## config.mk

```make
export PLATFORM = sky130hd
export DESIGN_NAME = uart_tx_fifo
export DESIGN_NICKNAME = d
export VERILOG_FILES = /design/src/rtl/uart_tx_fifo.sv
export SDC_FILE = /design/constraint.sdc
export NUM_CORES = 1
export LEC_CHECK = 0
export CORE_ASPECT_RATIO = 0.8
export CORE_MARGIN = 2
export CORE_UTILIZATION = 30
export CTS_BUF_LIST = sky130_fd_sc_hd__clkbuf_4 sky130_fd_sc_hd__clkbuf_8
export CTS_CLUSTER_DIAMETER = 80
export DETAILED_ROUTE_END_ITERATION = 10
export GPL_TIMING_DRIVEN = 0
export SYNTH_ARGS = -nofsm -noshare
export SYNTH_HDL_FRONTEND = slang
export SYNTH_SLANG_ARGS = --single-unit
```

## constraint.sdc

```tcl
create_clock -name clk -period 6.3 [get_ports clk]
set_clock_uncertainty 0.15 [all_clocks]
set_input_delay 1.26 -clock clk [delete_from_list [all_inputs] [get_ports clk]]
set_output_delay 1.26 -clock clk [all_outputs]
set_load 0.02 [all_outputs]
```

## src/rtl/uart_tx_fifo.sv

```systemverilog
// uart_tx_fifo: UART transmitter fed by an internal transmit FIFO.
// The host pushes words at full clock rate. The serialiser pops them into
// frames back-to-back with a frame-aligned baud counter. Word length,
// parity, stop bits and bit period are latched per frame at pop time.
module uart_tx_fifo #(
    parameter int DATA_W     = 16,
    parameter int FIFO_DEPTH = 8
) (
    input  logic                          clk,
    input  logic                          rst,
    input  logic [DATA_W-1:0]             data_in,
    input  logic                          wr_en,
    input  logic [15:0]                   clk_div,
    input  logic [4:0]                    bits_per_word,
    input  logic [1:0]                    parity_mode,
    input  logic                          two_stop,
    output logic                          tx,
    output logic                          busy,
    output logic                          full,
    output logic                          empty,
    output logic [$clog2(FIFO_DEPTH):0]   level,
    output logic                          overflow,
    output logic                          frame_done
);

    localparam int PTR_W = $clog2(FIFO_DEPTH);
    localparam int LVL_W = PTR_W + 1;
    localparam logic [LVL_W-1:0] DEPTH_L  = LVL_W'(FIFO_DEPTH);
    localparam logic [5:0]       DATA_W_L = 6'(DATA_W);

    typedef enum logic [2:0] {
        ST_IDLE   = 3'd0,
        ST_START  = 3'd1,
        ST_DATA   = 3'd2,
        ST_PARITY = 3'd3,
        ST_STOP   = 3'd4
    } state_t;

    // Parity bit is present only for modes 01 (even) and 10 (odd).
    function automatic logic parity_enabled(input logic [1:0] mode);
        return (mode == 2'b01) || (mode == 2'b10);
    endfunction

    // acc is the XOR of all sent data bits; odd parity inverts it.
    function automatic logic parity_bit(input logic acc, input logic [1:0] mode);
        return acc ^ (mode == 2'b10);
    endfunction

    // FIFO storage and control
    logic [DATA_W-1:0] mem_r [FIFO_DEPTH];
    logic [PTR_W-1:0]  wr_ptr_r;
    logic [PTR_W-1:0]  rd_ptr_r;
    logic [LVL_W-1:0]  level_r;
    logic [LVL_W-1:0]  level_next_s;
    logic              full_r;
    logic              empty_r;
    logic              overflow_r;
    logic              push_s;
    logic              pop_s;

    // Serialiser state
    state_t            state_r;
    state_t            state_next_s;
    logic [15:0]       baud_cnt_r;
    logic [15:0]       baud_cnt_next_s;
    logic              tick_s;
    logic [DATA_W-1:0] shift_r;
    logic [DATA_W-1:0] shift_next_s;
    logic              par_r;
    logic              par_next_s;
    logic [5:0]        bit_cnt_r;
    logic [5:0]        bit_cnt_next_s;
    logic              stop_cnt_r;
    logic              stop_cnt_next_s;
    logic              tx_r;
    logic              tx_next_s;
    logic              frame_done_r;
    logic              frame_done_next_s;
    logic              busy_r;

    // Per-frame configuration
    logic [15:0]       div_r;
    logic [15:0]       div_sane_s;
    logic [5:0]        n_r;
    logic [5:0]        n_sane_s;
    logic [1:0]        pmode_r;
    logic              two_stop_r;

    // A write is accepted only when the FIFO was not full at the start of the cycle.
    assign push_s = wr_en & ~full_r;
    assign tick_s = (baud_cnt_r == (div_r - 16'd1));

    // Clamp runtime configuration into its legal range before latching.
    always_comb begin
        div_sane_s = clk_div;
        n_sane_s   = {1'b0, bits_per_word};
        if (clk_div == 16'd0) begin
            div_sane_s = 16'd1;
        end else begin
            div_sane_s = clk_div;
        end
        if (bits_per_word == 5'd0) begin
            n_sane_s = 6'd1;
        end else if ({1'b0, bits_per_word} > DATA_W_L) begin
            n_sane_s = DATA_W_L;
        end else begin
            n_sane_s = {1'b0, bits_per_word};
        end
    end

    // Next FIFO occupancy from this cycle's push and pop.
    always_comb begin
        level_next_s = level_r;
        case ({push_s, pop_s})
            2'b10:   level_next_s = level_r + LVL_W'(1);
            2'b01:   level_next_s = level_r - LVL_W'(1);
            default: level_next_s = level_r;
        endcase
    end

    // FIFO data array; contents need no reset since level gates every read.
    always_ff @(posedge clk) begin
        if (push_s) begin
            mem_r[wr_ptr_r] <= data_in;
        end
    end

    // FIFO pointers, occupancy and status flags.
    always_ff @(posedge clk or negedge rst) begin
        if (!rst) begin
            wr_ptr_r   <= '0;
            rd_ptr_r   <= '0;
            level_r    <= '0;
            full_r     <= 1'b0;
            empty_r    <= 1'b1;
            overflow_r <= 1'b0;
        end else begin
            if (push_s) begin
                wr_ptr_r <= wr_ptr_r + PTR_W'(1);
            end
            if (pop_s) begin
                rd_ptr_r <= rd_ptr_r + PTR_W'(1);
            end
            level_r    <= level_next_s;
            full_r     <= (level_next_s == DEPTH_L);
            empty_r    <= (level_next_s == LVL_W'(0));
            overflow_r <= wr_en & full_r;
        end
    end

    // Serialiser next-state, line value and datapath updates.
    always_comb begin
        state_next_s      = state_r;
        pop_s             = 1'b0;
        tx_next_s         = tx_r;
        shift_next_s      = shift_r;
        par_next_s        = par_r;
        bit_cnt_next_s    = bit_cnt_r;
        stop_cnt_next_s   = stop_cnt_r;
        frame_done_next_s = 1'b0;
        case (state_r)
            ST_IDLE: begin
                if (!empty_r) begin
                    pop_s        = 1'b1;
                    state_next_s = ST_START;
                    tx_next_s    = 1'b0;
                end else begin
                    tx_next_s    = 1'b1;
                end
            end
            ST_START: begin
                if (tick_s) begin
                    state_next_s   = ST_DATA;
                    tx_next_s      = shift_r[0];
                    shift_next_s   = shift_r >> 1;
                    par_next_s     = par_r ^ shift_r[0];
                    bit_cnt_next_s = 6'd1;
                end else begin
                    state_next_s   = ST_START;
                end
            end
            ST_DATA: begin
                if (tick_s) begin
                    if (bit_cnt_r >= n_r) begin
                        if (parity_enabled(pmode_r)) begin
                            state_next_s    = ST_PARITY;
                            tx_next_s       = parity_bit(par_r, pmode_r);
                        end else begin
                            state_next_s    = ST_STOP;
                            tx_next_s       = 1'b1;
                            stop_cnt_next_s = 1'b0;
                        end
                    end else begin
                        tx_next_s      = shift_r[0];
                        shift_next_s   = shift_r >> 1;
                        par_next_s     = par_r ^ shift_r[0];
                        bit_cnt_next_s = bit_cnt_r + 6'd1;
                    end
                end else begin
                    state_next_s = ST_DATA;
                end
            end
            ST_PARITY: begin
                if (tick_s) begin
                    state_next_s    = ST_STOP;
                    tx_next_s       = 1'b1;
                    stop_cnt_next_s = 1'b0;
                end else begin
                    state_next_s    = ST_PARITY;
                end
            end
            ST_STOP: begin
                if (tick_s) begin
                    if (two_stop_r && !stop_cnt_r) begin
                        stop_cnt_next_s = 1'b1;
                    end else begin
                        frame_done_next_s = 1'b1;
                        // Chain straight into the next frame when data is waiting.
                        if (!empty_r) begin
                            pop_s        = 1'b1;
                            state_next_s = ST_START;
                            tx_next_s    = 1'b0;
                        end else begin
                            state_next_s = ST_IDLE;
                            tx_next_s    = 1'b1;
                        end
                    end
                end else begin
                    state_next_s = ST_STOP;
                end
            end
            default: begin
                state_next_s = ST_IDLE;
                tx_next_s    = 1'b1;
            end
        endcase
        if (pop_s) begin
            shift_next_s    = mem_r[rd_ptr_r];
            par_next_s      = 1'b0;
            bit_cnt_next_s  = 6'd0;
            stop_cnt_next_s = 1'b0;
        end else begin
            shift_next_s    = shift_next_s;
        end
    end

    // Frame-aligned baud counter: restarts at every pop, wraps on each bit tick.
    always_comb begin
        baud_cnt_next_s = baud_cnt_r;
        if (pop_s) begin
            baud_cnt_next_s = 16'd0;
        end else if (state_r == ST_IDLE) begin
            baud_cnt_next_s = 16'd0;
        end else if (tick_s) begin
            baud_cnt_next_s = 16'd0;
        end else begin
            baud_cnt_next_s = baud_cnt_r + 16'd1;
        end
    end

    // FSM state register.
    always_ff @(posedge clk or negedge rst) begin
        if (!rst) begin
            state_r <= ST_IDLE;
        end else begin
            state_r <= state_next_s;
        end
    end

    // Serialiser datapath and configuration latched at pop.
    always_ff @(posedge clk or negedge rst) begin
        if (!rst) begin
            baud_cnt_r <= 16'd0;
            shift_r    <= '0;
            par_r      <= 1'b0;
            bit_cnt_r  <= 6'd0;
            stop_cnt_r <= 1'b0;
            div_r      <= 16'd1;
            n_r        <= 6'd1;
            pmode_r    <= 2'b00;
            two_stop_r <= 1'b0;
        end else begin
            baud_cnt_r <= baud_cnt_next_s;
            shift_r    <= shift_next_s;
            par_r      <= par_next_s;
            bit_cnt_r  <= bit_cnt_next_s;
            stop_cnt_r <= stop_cnt_next_s;
            if (pop_s) begin
                div_r      <= div_sane_s;
                n_r        <= n_sane_s;
                pmode_r    <= parity_mode;
                two_stop_r <= two_stop;
            end
        end
    end

    // Registered line and status outputs; tx idles high and returns high on reset.
    always_ff @(posedge clk or negedge rst) begin
        if (!rst) begin
            tx_r         <= 1'b1;
            frame_done_r <= 1'b0;
            busy_r       <= 1'b0;
        end else begin
            tx_r         <= tx_next_s;
            frame_done_r <= frame_done_next_s;
            busy_r       <= (state_next_s != ST_IDLE) || (level_next_s != LVL_W'(0));
        end
    end

    assign tx         = tx_r;
    assign busy       = busy_r;
    assign full       = full_r;
    assign empty      = empty_r;
    assign level      = level_r;
    assign overflow   = overflow_r;
    assign frame_done = frame_done_r;

endmodule

```

* Word level (Yosys, flattened, before mapping) *
Memories as Yosys holds them, arrays and structs flattened.
Index checks and enable logic that the tools add are counted.

operators by class
  $add $sub $neg = 7
  shift operators = 0
  order comparisons = 2
  reductions and logical operators = 15
  equal/unequal tests = 23
  bitwise gates (word level) = 5
  multiply operators = 0
  div/mod/pow operators = 0
  multiplexer cells = 58

operators with widths
  kind                                                                   count
  16-bit two-way mux                                                     8
  16-bit one-hot mux with 2 select lines                                 1
  6-bit two-way mux                                                      5
  1-bit two-way mux                                                      28
  3-bit != test, second input constant                                   8
  3-bit two-way mux                                                      7
  16-bit by 1-bit adder with 16-bit output, second input constant        1
  16-bit equality test                                                   1
  16-bit zero test                                                       1
  16-bit by 1-bit subtractor with 16-bit output, second input constant   1
  3-bit one-hot mux with 5 select lines                                  1
  6-bit one-hot mux with 2 select lines                                  1
  2-bit != test, second input constant                                   5
  4-bit one-hot mux with 2 select lines                                  1
  4-bit nonzero test                                                     2
  7-bit AND reduction                                                    1
  3-bit by 1-bit adder with 3-bit output, second input constant          2
  6-bit by 1-bit adder with 6-bit output, second input constant          1
  3-bit by 2-bit equality test with 1-bit output, second input constant  2
  6-bit >= comparator                                                    1
  3-bit nonzero test                                                     2
  5-bit greater-than comparator, second input constant                   1
  5-bit zero test                                                        1
  5-bit two-way mux                                                      1
  other kinds (21)                                                       27

storage, ports and cells
  output and inout bits = 10
  logic and storage cells = 130
  register bits after elaboration = 84
  bits in writable memories = 128
  input port bits = 43
  memory bits (read-only) = 0
  memories kept = 1
  bits in latches = 0

memory list
  memory  words  width  read ports  clocked after memory_dff  wr ports  line  source
  mem_r   8      16     1           0                         1         50    logic [DATA_W-1:0] mem_r [FIFO_DEPTH];

* Logic depth before layout (Yosys ltp) *
Gate-level depths: netlist of run 1.

  word-level depth = 9
  depth in mapped cells = 20
  gate-level depth less buffers = 18

* Worst setup path after synthesis of run 1 *
OpenSTA, ideal clock, no wires.

  path type = register -> register
  from = reg div_r[7]
  to = reg busy_r, in the netlist busy
  arrival = 4.378 ns
  path buffers = 2
  clock period less this slack = 4.667 ns
  data required time = 6.011 ns
  slack = 1.633 ns
  cell stages (with the launch flop) = 19
  library setup time = 0.139 ns
  cells stage by stage = dfrtp_1 > buf_2 > or4_4 > or4_1 > a32o_1 > a21o_1 > and4_1 > a21oi_4 > buf_2 > inv_2 > ha_1 > xor2_1 > ha_1 > a21oi_1 > xor2_1 > nor2_1 > xor2_1 > nor4_1 > or4b_1

between the ends
  cells in the longest elaborated chain, start to end = 8
  elaborated cells on any way between the ends = 15
  those cells by class = add/sub (1); eq/ne (3); mux (8); reduce/logical (3)

RTL lines
  what                                                                                          line  source
  start: declaration                                                                            82    logic [15:0] div_r;
  start signal: assignment                                                                      289   div_r <= div_sane_s;
  16-bit by 1-bit subtractor with 16-bit output (*)                                             91    assign tick_s = (baud_cnt_r == (div_r - 16'd1));
  16-bit equality test (*)                                                                      91
  1-bit two-way mux (*)                                                                         213   if (tick_s) begin
  1-bit one-hot mux with 2 select lines (*)                                                     161   case (state_r)
  2-bit by 1-bit equality test with 1-bit output / 2-bit equality test (equally long branches)  114   case ({push_s, pop_s})
  4-bit one-hot mux with 2 select lines (*)                                                     114
  named net level_next_s[2]                                                                     54    logic [LVL_W-1:0] level_next_s;
  4-bit nonzero test (*)                                                                        306   busy_r <= (state_next_s != ST_IDLE) || (level_next_s != LVL_W'(0));
  1-bit logical OR (*)                                                                          306
  end signal: assignment                                                                        306
  end: declaration                                                                              79    logic busy_r;

Mark *: on every way through the listed nets, which the timed path passes. The rest lies on a longest branch.
A chain may end at the register's enable or synchronous reset.

* Worst setup path in the final report of run 1 *
  from = reg div_r[0]
  to = reg busy_r, in the netlist busy

Same word-level chain as after synthesis.

==> summary.md, run 1 <==
| Metric | Value |
|---|---|
| Die Y | `163 um` |
| Worst setup EP type | `flip-flop` |
| Worst slew pin tran | `1.03 ns` |
| Chip width | `about 200 um` |
| DP Wirelength | `roughly 14 mm` |
| Root Driver | `clkbuf_8` |
| CTS Buf Count | `34` |
| CP Buf/Inv Count | `4` |
| Final hold violations | `0` |
| Cell Area, Synth | `~9500 um^2` |
| FF-to-FF path depth | `20` |
| Initial drt markers | `around 350` |
| Crit path depth | `20` |
| TritonCTS clock tree | `yes` |
| Detailed-route via count | `about 6000` |
| Max Clk Rate | `184 MHz` |
| Post-synth EDFFs | `128` |
| Ys flop type | `edfxtp_1` |
| First-pass GRT wire length | `roughly 33 mm` |
| Max Root-Sink Buffers | `3` |
| Final min period | `roughly 5.4 ns` |
| CP Cell Sequence | `clkbuf_1, inv_1, ha_1, nor2b_1, and4_1, a31oi_1, a211oi_1, and4_1, a21oi_4, buf_2, inv_2, ha_1, xor2_1, ha_1, a21oi_1, xor2_1, nor2_1, xor2_1, nor4_1, or4b_1` |
| DR pass1 iterations | `4` |
| WP data arrival | `approximately 5.7 ns` |
| Syn nets | `about 740` |
| Hold buffer count at CTS | `0` |
| Delay-heaviest family, CP | `simple AND/OR/NAND/NOR gates` |
| Leakage power | `slightly above 4 nW` |
| Clk sinks | `about 210` |
| GRT Overall Usage | `0.131` |
| Met1 Usage GRT | `0.186` |
| Post-detailed-routing wire length | `~21 mm` |
| Core Rows | `58` |
| Synthesis-to-layout area growth | `19.7%` |
| Worst EP required | `between 6 and 7 ns` |
| CP Launch Type | `flip-flop` |
| Core region area | `roughly 31000 um^2` |
| Remaining DRCs | `0` |
| Average size of a mapped cell | `14.0 um^2` |
| Number of routed nets with antenna violations | `0` |
| Async SR Flop Fraction | `0.393` |
| Max-cap viol count | `0` |
| Cell Pwr Density | `420 nW/um^2` |
| Routability cong. | `between 0.8 and 0.9` |
| Worst skew pair latency | `around 0.53 ns` |
| Num ports | `53` |
| Synth Warn # | `0` |
| Yosys cell types | `between 60 and 70` |
| Nets | `between 800 and 900` |
| PortBufs | `52` |
| Max VDD drop | `0.000191 V` |
| Largest net degree at the start of global routing | `47` |
| Hold Crit Class | `reg -> reg` |
| Slew Limit Fails | `0` |
| Post-layout util | `0.364` |
| Slowest cell delay on critical path | `between 0.5 and 0.6 ns` |
| H-tree Lvls | `2` |
| Period utilization | `0.861` |
| Flops & latches, synth | `approximately 210` |
| Full die area | `about 33000 um^2` |
| Initial Util | `0.304` |
| M2 GR Usage | `0.198` |
| Crit Path Class | `reg -> reg` |
| Slowest CP cell | `dfstp_2` |
| Setup Viol. Count Final | `0` |
| Initial antenna violation count | `0` |
| N_diodes | `0` |
| Vias per cell | `4.79` |
| Hold Crit Depth | `2` |
| Post-CTS setup buffer count | `0` |
| Vias in the first global route | `between 5000 and 6000` |
| Max FO, Critical Path | `10` |
| Met3 GRT Util | `0.0291` |
| PostCTS Resize Cnt | `0` |
| WL/cell | `between 15 and 20 um` |
| Sequential share of the synthesized area | `0.622` |
| Worst-path clk slew | `around 0.06 ns` |
| Setup TNS | `0 ns` |
| Post-Synthesis Cells | `about 680` |
| Gr busiest metal | `met2` |
| Layout cells sized above 1 | `0.202` |
| Worst hold margin | `0.325 ns` |
| RSZ-0062 raised after global routing | `no` |
| Relative slew slack | `0.314` |
| Outcome | `complete, no violations` |
| Global route total overflow | `0` |
==> layout make-up <==
type                       instances  area [um^2]
inverter                          20         75.1
multi-input combinational        417         3400
sequential                       211         5930
clock buffer                      51          621
clock inverter                     8         45.0
tap                              420          526
fill                            3060        20000
buffer                            31          146
timing repair buffer              61          658
==> flip-flops by register name, indices dropped and copies added, names as in the netlist <==
| name | cells |
|---|---|
| mem_r | 128 |
| baud_cnt_r | 16 |
| div_r | 16 |
| shift_r | 16 |
| bit_cnt_r | 6 |
| n_r | 5 |
| level | 4 |
| rd_ptr_r | 3 |
| state_r | 3 |
| wr_ptr_r | 3 |
| pmode_r | 2 |
| busy | 1 |
| empty | 1 |
| frame_done | 1 |
| full | 1 |
| overflow | 1 |
| par_r | 1 |
| stop_cnt_r | 1 |
| two_stop_r | 1 |
| tx | 1 |
==> cell usage in the layout (no fill, tap or decap), drive strengths merged, types with 17 or more instances in the layout <==
master / Yosys / final
buf: 16 / 26
clkbuf: 15 / 66
clkdlybuf4s50: 0 / 51
dfrtp: 79 / 79
edfxtp: 128 / 128
inv: 20 / 22
mux2: 22 / 22
mux4: 32 / 32
nand2: 40 / 40
nor2: 51 / 51
nor2b: 17 / 17
xnor2: 19 / 19
xor2: 20 / 20
==> power breakdown <==
group | internal (mW) | total [mW] | switching, mW
logic | 0.751 | 1.60 | 0.846
registers | 1.81 | 2.02 | 0.211
clock network | 0.633 | 1.17 | 0.541
==> metrics by stage <==
step	instances	worst slack, ns	cell area (um^2)	power, mW
2_1_floorplan	679	1.63	9520	3.14
3_3_place_gp	1151	0.572	10600	3.59
3_5_place_dp	1160	0.930	10700	3.66
4_1_cts	1219	0.883	11400	4.86
5_1_grt	1219	0.494	11400	5.12
6_report	1219	0.878	11400	4.79
==> worst reg2reg max path, stage by stage, from the launching register on <==
cell and delay (ns):
dfstp_2 0.51, clkbuf_1 0.29, inv_1 0.08, ha_1 0.30
nor2b_1 0.19, and4_1 0.19, a31oi_1 0.30, a211oi_1 0.15
and4_1 0.29, a21oi_4 0.24, buf_2 0.31, inv_2 0.17
ha_1 0.27, xor2_1 0.18, ha_1 0.18, a21oi_1 0.14
xor2_1 0.16, nor2_1 0.06, xor2_1 0.16, nor4_1 0.47
or4b_1 0.48
==> synth_stat cells (3+ instances only) <==
library cell	number	share of area
nor3_1	15	0.0079
nor3b_1	3	0.0024
mux2_2	22	0.026
mux4_2	32	0.076
a21o_1	5	0.0039
edfxtp_1	128	0.40
inv_1	19	0.0075
a21oi_1	11	0.0058
a211oi_1	14	0.011
nor4_1	11	0.0072
o21ai_0	15	0.0079
o221a_2	3	0.0035
and3_1	12	0.0079
nand3_1	14	0.0074
and2_1	3	0.0020
xnor2_1	19	0.017
nor2b_1	17	0.011
mux2i_1	10	0.011
dfstp_2	4	0.011
ha_1	14	0.018
clkbuf_1	15	0.0059
buf_1	4	0.0016
nand2b_1	7	0.0046
nand4_1	4	0.0026
o31ai_1	3	0.0024
nand3b_1	6	0.0047
or3_1	8	0.0053
nor2_1	51	0.020
buf_2	9	0.0047
dfrtp_1	79	0.21
nand2_1	40	0.016
or3b_2	3	0.0028
xor2_1	20	0.018
a211o_1	9	0.0083
a31oi_1	12	0.0079
==> kinds of logic (layout without fill, tap and decap cells) <==
logic type,Yosys count,count (layout),share of synthesized area
adder cells (fa/ha/maj),14,14,0.0184
multiplexers,64,64,0.112
flip-flops,211,211,0.622
XOR/XNOR,39,39,0.0359
buffers and inverters,51,171,0.0233
AO/OA/AOI/OAI,90,90,0.0704
AND/OR/NAND/NOR,210,210,0.117
==> routing by layer <==
layer / vias up / part of all wire
li1: 2770 / -
met1: 2897 / 0.48
met2: 133 / 0.44
met3: 38 / 0.056
met4: 0 / 0.019
met5: - / 0
==> path summary, 6_finish.rpt <==
kind	to	slack (ns)	start
max	busy	0.88	div_r[0]
min	n_r[0]	0.33	n_r[0]
min reg2reg	n_r[0]	0.33	n_r[0]
min in group asynchronous	baud_cnt_r[10]	0.57	rst
max in group asynchronous	div_r[0]	4.75	rst
max reg2reg	busy	0.88	div_r[0]
Power figures use the tool's default switching activity.
==> run 2: changes to the inputs <==
--- a/constraint.sdc
+++ b/constraint.sdc
@@ -4,2 +4,2 @@
 set_output_delay 1.26 -clock clk [all_outputs]
-set_load 0.02 [all_outputs]
+set_load 0.01 [all_outputs]
==> results of run 2 <==
The final DEF is identical to that of run 1. Status: complete, no violations.
Main changes from that run: total power 4.79 mW -> 4.77 mW
==> run 3: changes to the inputs <==
GPL_ROUTABILITY_DRIVEN = 0   (was default)
==> results of run 3 <==
The final DEF is identical to that of run 1. Status: complete, no violations.
Main changes from that run: total power 4.79 mW -> 4.77 mW
==> RTL change 1, RTL diff (flow settings as in run 3) <==
Encoding of `state_t`: now one-hot (5 bits for 5 states).
--- a/src/rtl/uart_tx_fifo.sv
+++ b/src/rtl/uart_tx_fifo.sv
@@ -28,12 +28,12 @@
     localparam logic [LVL_W-1:0] DEPTH_L  = LVL_W'(FIFO_DEPTH);
     localparam logic [5:0]       DATA_W_L = 6'(DATA_W);
 
-    typedef enum logic [2:0] {
-        ST_IDLE   = 3'd0,
-        ST_START  = 3'd1,
-        ST_DATA   = 3'd2,
-        ST_PARITY = 3'd3,
-        ST_STOP   = 3'd4
+    typedef enum logic [4:0] {
+        ST_IDLE   = 5'b00001,
+        ST_START  = 5'b00010,
+        ST_DATA   = 5'b00100,
+        ST_PARITY = 5'b01000,
+        ST_STOP   = 5'b10000
     } state_t;
 
     // Parity bit is present only for modes 01 (even) and 10 (odd).
Function: same outputs for any inputs over 10 cycles, from zero or initial values and one cycle with rst low; not proved beyond that.
==> RTL change 1 against run 3 <==
  * Worst setup slack got worse by 0.25 ns
  * Area after synthesis rose by 0.26%
  * Utilization rose by 0.55 points
  * Cell count rose by 0.66%
  * Routed wire length rose by 1.7%
  * Maximum frequency fell by 4.4%
  * Critical path depth fell by 1
  * Total power rose by 6.5%
  * Sequential cell count rose by 2
  * Non-clock buffer count fell by 1
  * Design area rose by 1.5%
  * Critical endpoint unchanged
  * Highest routed layer unchanged
==> RTL change 1: results (changes against run 3) <==
ir_drop_mv: 0.1925  # was 0.1907 mV
insertion_delay_ns: 0.56  # was 0.53 ns
synth_xor_xnor_area_share_pct: 4.128  # was 3.587%
wl_met3_mm: 1.130  # was 1.161 mm
grt_pass1_vias: 5933  # was 5885
grtUsageMet2_pct: 20.97  # was 19.80%
synth_compound_area_share_pct: 5.858  # was 7.043%
nNetsFinal: 835  # was 833
synth_cell_types: 60  # was 65
grt_start_max_net_pins: 53  # was 47
synth_common_cells: "edfxtp_1, dfrtp_1, nor2_1, a21oi_1, mux4_2"  # was edfxtp_1, dfrtp_1, nor2_1, nand2_1, mux4_2
rr_worst_depth: 19  # was 20
synth_mux_area_share_pct: 13.34  # was 11.22%
dp_hpwl_mm: 14.65  # was 14.33 mm
p_leak_uw: 0.004238  # was 0.004160 uW
drt-met1-wl_mm: 9.769  # was 10.02 mm
drt_iter0_markers: 383  # was 354
yosys.area_share.adder_pct: 1.835  # was 1.840%
grt_usage_pct: 13.13  # was 13.05%
crit_fanout: 11  # was 10
drive_gt1_share_pct: 21.81  # was 20.15%
synthArstFlopShare_pct: 39.91  # was 39.34%
critPathMaxStageDelay_ns: 0.53  # was 0.51 ns
power.switching_uw: 1710  # was 1579 uW
outcome: "finished, final reports clean"  # unchanged
seq_area_frac_synth_pct: 62.61  # was 62.23%
yosys-top-cells-area: "edfxtp_1, dfrtp_1, mux4_2"  # unchanged
dr_wl_met2_mm: 9.701  # was 9.155 mm
max_freq_mhz: 176.3  # was 184.4 MHz
first_pass_iters: 5  # was 4
grt_use_met3_pct: 3.073  # was 2.913%
routedWlPerCell_um: 17.18  # was 17.00 um
==> RTL change 1: final cells by class <==
cell class / count / share of cell area, %
inverter: 20 / 0.6489
clock buffer: 60 / 6.380
clock inverter: 9 / 0.5623
timing repair buffer: 62 / 5.786
multi-input combinational: 414 / 29.17
sequential: 213 / 51.66
buffer: 29 / 1.254
tap: 420 / 4.542
==> RTL change 1: cells by family (layout without fill, tap and decap cells) <==
kind of cell,Yosys count,count (layout)
simple gates,185,185
mux,83,83
compound gates,87,87
fa+ha+maj,14,14
flops,213,213
xor+xnor,45,45
buf+inv,49,180
==> RTL change 1: through the flow <==
stage / power [uW] / utilization (%) / area (um^2) / std cells
2_1_floorplan: 3218 / - / 9547 / 676
3_5_place_dp: 3797 / 34.34 / 10770 / 1158
3_3_place_gp: 3722 / 33.79 / 10590 / 1148
4_1_cts: 5170 / 36.91 / 11570 / 1227
6_report: 5084 / 36.91 / 11570 / 1227
5_1_grt: 5426 / 36.91 / 11570 / 1227
==> RTL change 2, RTL diff (settings of run 3) <==
Without the edit above. `FIFO_DEPTH`: 8 -> 16.
--- a/src/rtl/uart_tx_fifo.sv
+++ b/src/rtl/uart_tx_fifo.sv
@@ -4,7 +4,7 @@
 // parity, stop bits and bit period are latched per frame at pop time.
 module uart_tx_fifo #(
     parameter int DATA_W     = 16,
-    parameter int FIFO_DEPTH = 8
+    parameter int FIFO_DEPTH = 16
 ) (
     input  logic                          clk,
     input  logic                          rst,
Interface: changed (resized level); port bits go from 53 to 54. The function was not compared with the original's and may differ.
==> RTL change 2 against run 3 <==
  * Total power grew 51%
  * Routed wire length grew 67%
  * Design area grew 52%
  * Highest routed layer unchanged
  * Clock power grew 58%
  * Worst hold slack gained 0.020 ns
  * Area after synthesis grew 54%
  * Non-clock buffer count grew 29
  * Largest cell class unchanged
  * Sequential cell count grew 131
  * Synthesized cell count grew 40%
  * Worst setup slack lost 0.21 ns
==> RTL change 2: results (changes against run 3) <==
outcome: "finished, final reports clean"  # unchanged
routedWlPerCell_um: 19.81  # was 17.00 um
diodes: 0  # unchanged
p_leak_uw: 0.006258  # was 0.004160 uW
nFillCells: 4572  # was 3060
ir_drop_mv: 0.1670  # was 0.1907 mV
synth_nets: 1008  # was 736
first_pass_iters: 7  # was 4
yosys-top-cells-area: "edfxtp_1, dfrtp_1, mux2i_1"  # was edfxtp_1, dfrtp_1, mux4_2
synthArstFlopShare_pct: 25.15  # was 39.34%
critPathArrivalTime_ns: 5.90  # was 5.65 ns
vias: 8613  # was 5838
drt_iter0_markers: 748  # was 354
synth_edf_count: 256  # was 128
critPathMaxStageDelay_ns: 0.58  # was 0.51 ns
nNetsFinal: 1137  # was 833
relSlewSlack_pct: 21.60  # was 31.43%
insertion_delay_ns: 0.61  # was 0.53 ns
cp_slowest_cell: "or4_1"  # was dfstp_2
numCtsBuffers: 53  # was 34
drive_gt1_share_pct: 17.86  # was 20.15%
largest_reg_flops: 256  # was 128
critPathLaunch: "div_r[8]"  # was div_r[0]
dp_hpwl_mm: 23.78  # was 14.33 mm
grt_usage_pct: 13.80  # was 13.05%
synth_common_cells: "edfxtp_1, dfrtp_1, mux2i_1, nor2_1, o21ai_0"  # was edfxtp_1, dfrtp_1, nor2_1, nand2_1, mux4_2
## RTL change 2: cell types whose count changed in the layout (fill, tap and decap cells not counted), sizes merged, moves of 10 or more
cell / change
buf: +13
nand2: -16
a211oi: -12
nor2: -10
a221oi: +30
clkbuf: +33
a21oi: +22
mux2: +16
edfxtp: +128
o21a: +14
mux2i: +66
o21ai: +21
clkinv: +18
## RTL change 2: through the flow
| stage | cell area (um^2) | total power [uW] | instances |
|---|---|---|---|
| global placement | 15960 | 5279 | 1630 |
| global route | 17360 | 7613 | 1749 |
| floorplan | 14640 | 4561 | 948 |
| detailed placement | 16320 | 5395 | 1651 |
| finish | 17360 | 7191 | 1749 |
| CTS | 17360 | 7284 | 1749 |
## RTL change 2: worst paths after layout
| check | endpoint | slack (ns) | depth (start not counted) |
|---|---|---|---|
| min reg2reg | n_r[0] | 0.34 | 2 |
| min in group asynchronous | overflow | 0.53 | 1 |
| max reg2reg | busy | 0.67 | 21 |
| min | n_r[0] | 0.34 | 2 |
| max in group asynchronous | empty | 4.73 | 2 |
| max | busy | 0.67 | 21 |
## RTL change 2: power breakdown
group | internal, uW | switching [uW]
Sequential | 2810 | 232
Clock | 971 | 877
Combinational | 982 | 1320
## RTL change 2: cell type report
class,count,area share (%)
inverter,21,0.4684
clock inverter,29,1.124
sequential,342,56.70
tap,629,4.533
buffer,47,1.225
multi-input combinational,538,26.20
clock buffer,69,4.893
timing repair buffer,74,4.857
## RTL change 2: cells by family after synthesis
group	count (synthesis)	synth area share (%)
muxes	146	13.04
xor gates and xnor gates	45	2.692
and+or+nand+nor	184	6.907
buffers and inverters	68	2.009
DFF	342	67.25
adders and majority gates	17	1.453
AOI/OAI and AO/OA	146	6.642
## RTL change 2: layer usage
| layer | global-route usage [%] | wire length [um] |
|---|---|---|
| met5 | 0 | 0 |
| met4 | 3.933 | 697 |
| met3 | 3.027 | 1997 |
| met2 | 21.42 | 15650 |
| met1 | 19.46 | 16300 |
## RTL change 2: worst reg2reg max path, stage by stage, from the launching register on
cell and delay (ns):
dfrtp_1 0.45, or4_1 0.59, or3_1 0.35, a21oi_1 0.16, a22oi_1 0.14, nor4_4 0.35, nand4_1 0.20, and2_1 0.22
buf_6 0.14, inv_4 0.10, buf_6 0.20, ha_1 0.33, xor2_1 0.11, ha_1 0.23, a21oi_1 0.15, xor2_1 0.16
nor2_1 0.06, xor2_1 0.15, or4_1 0.56, nor2_1 0.29, o211a_1 0.20, nand4_1 0.14
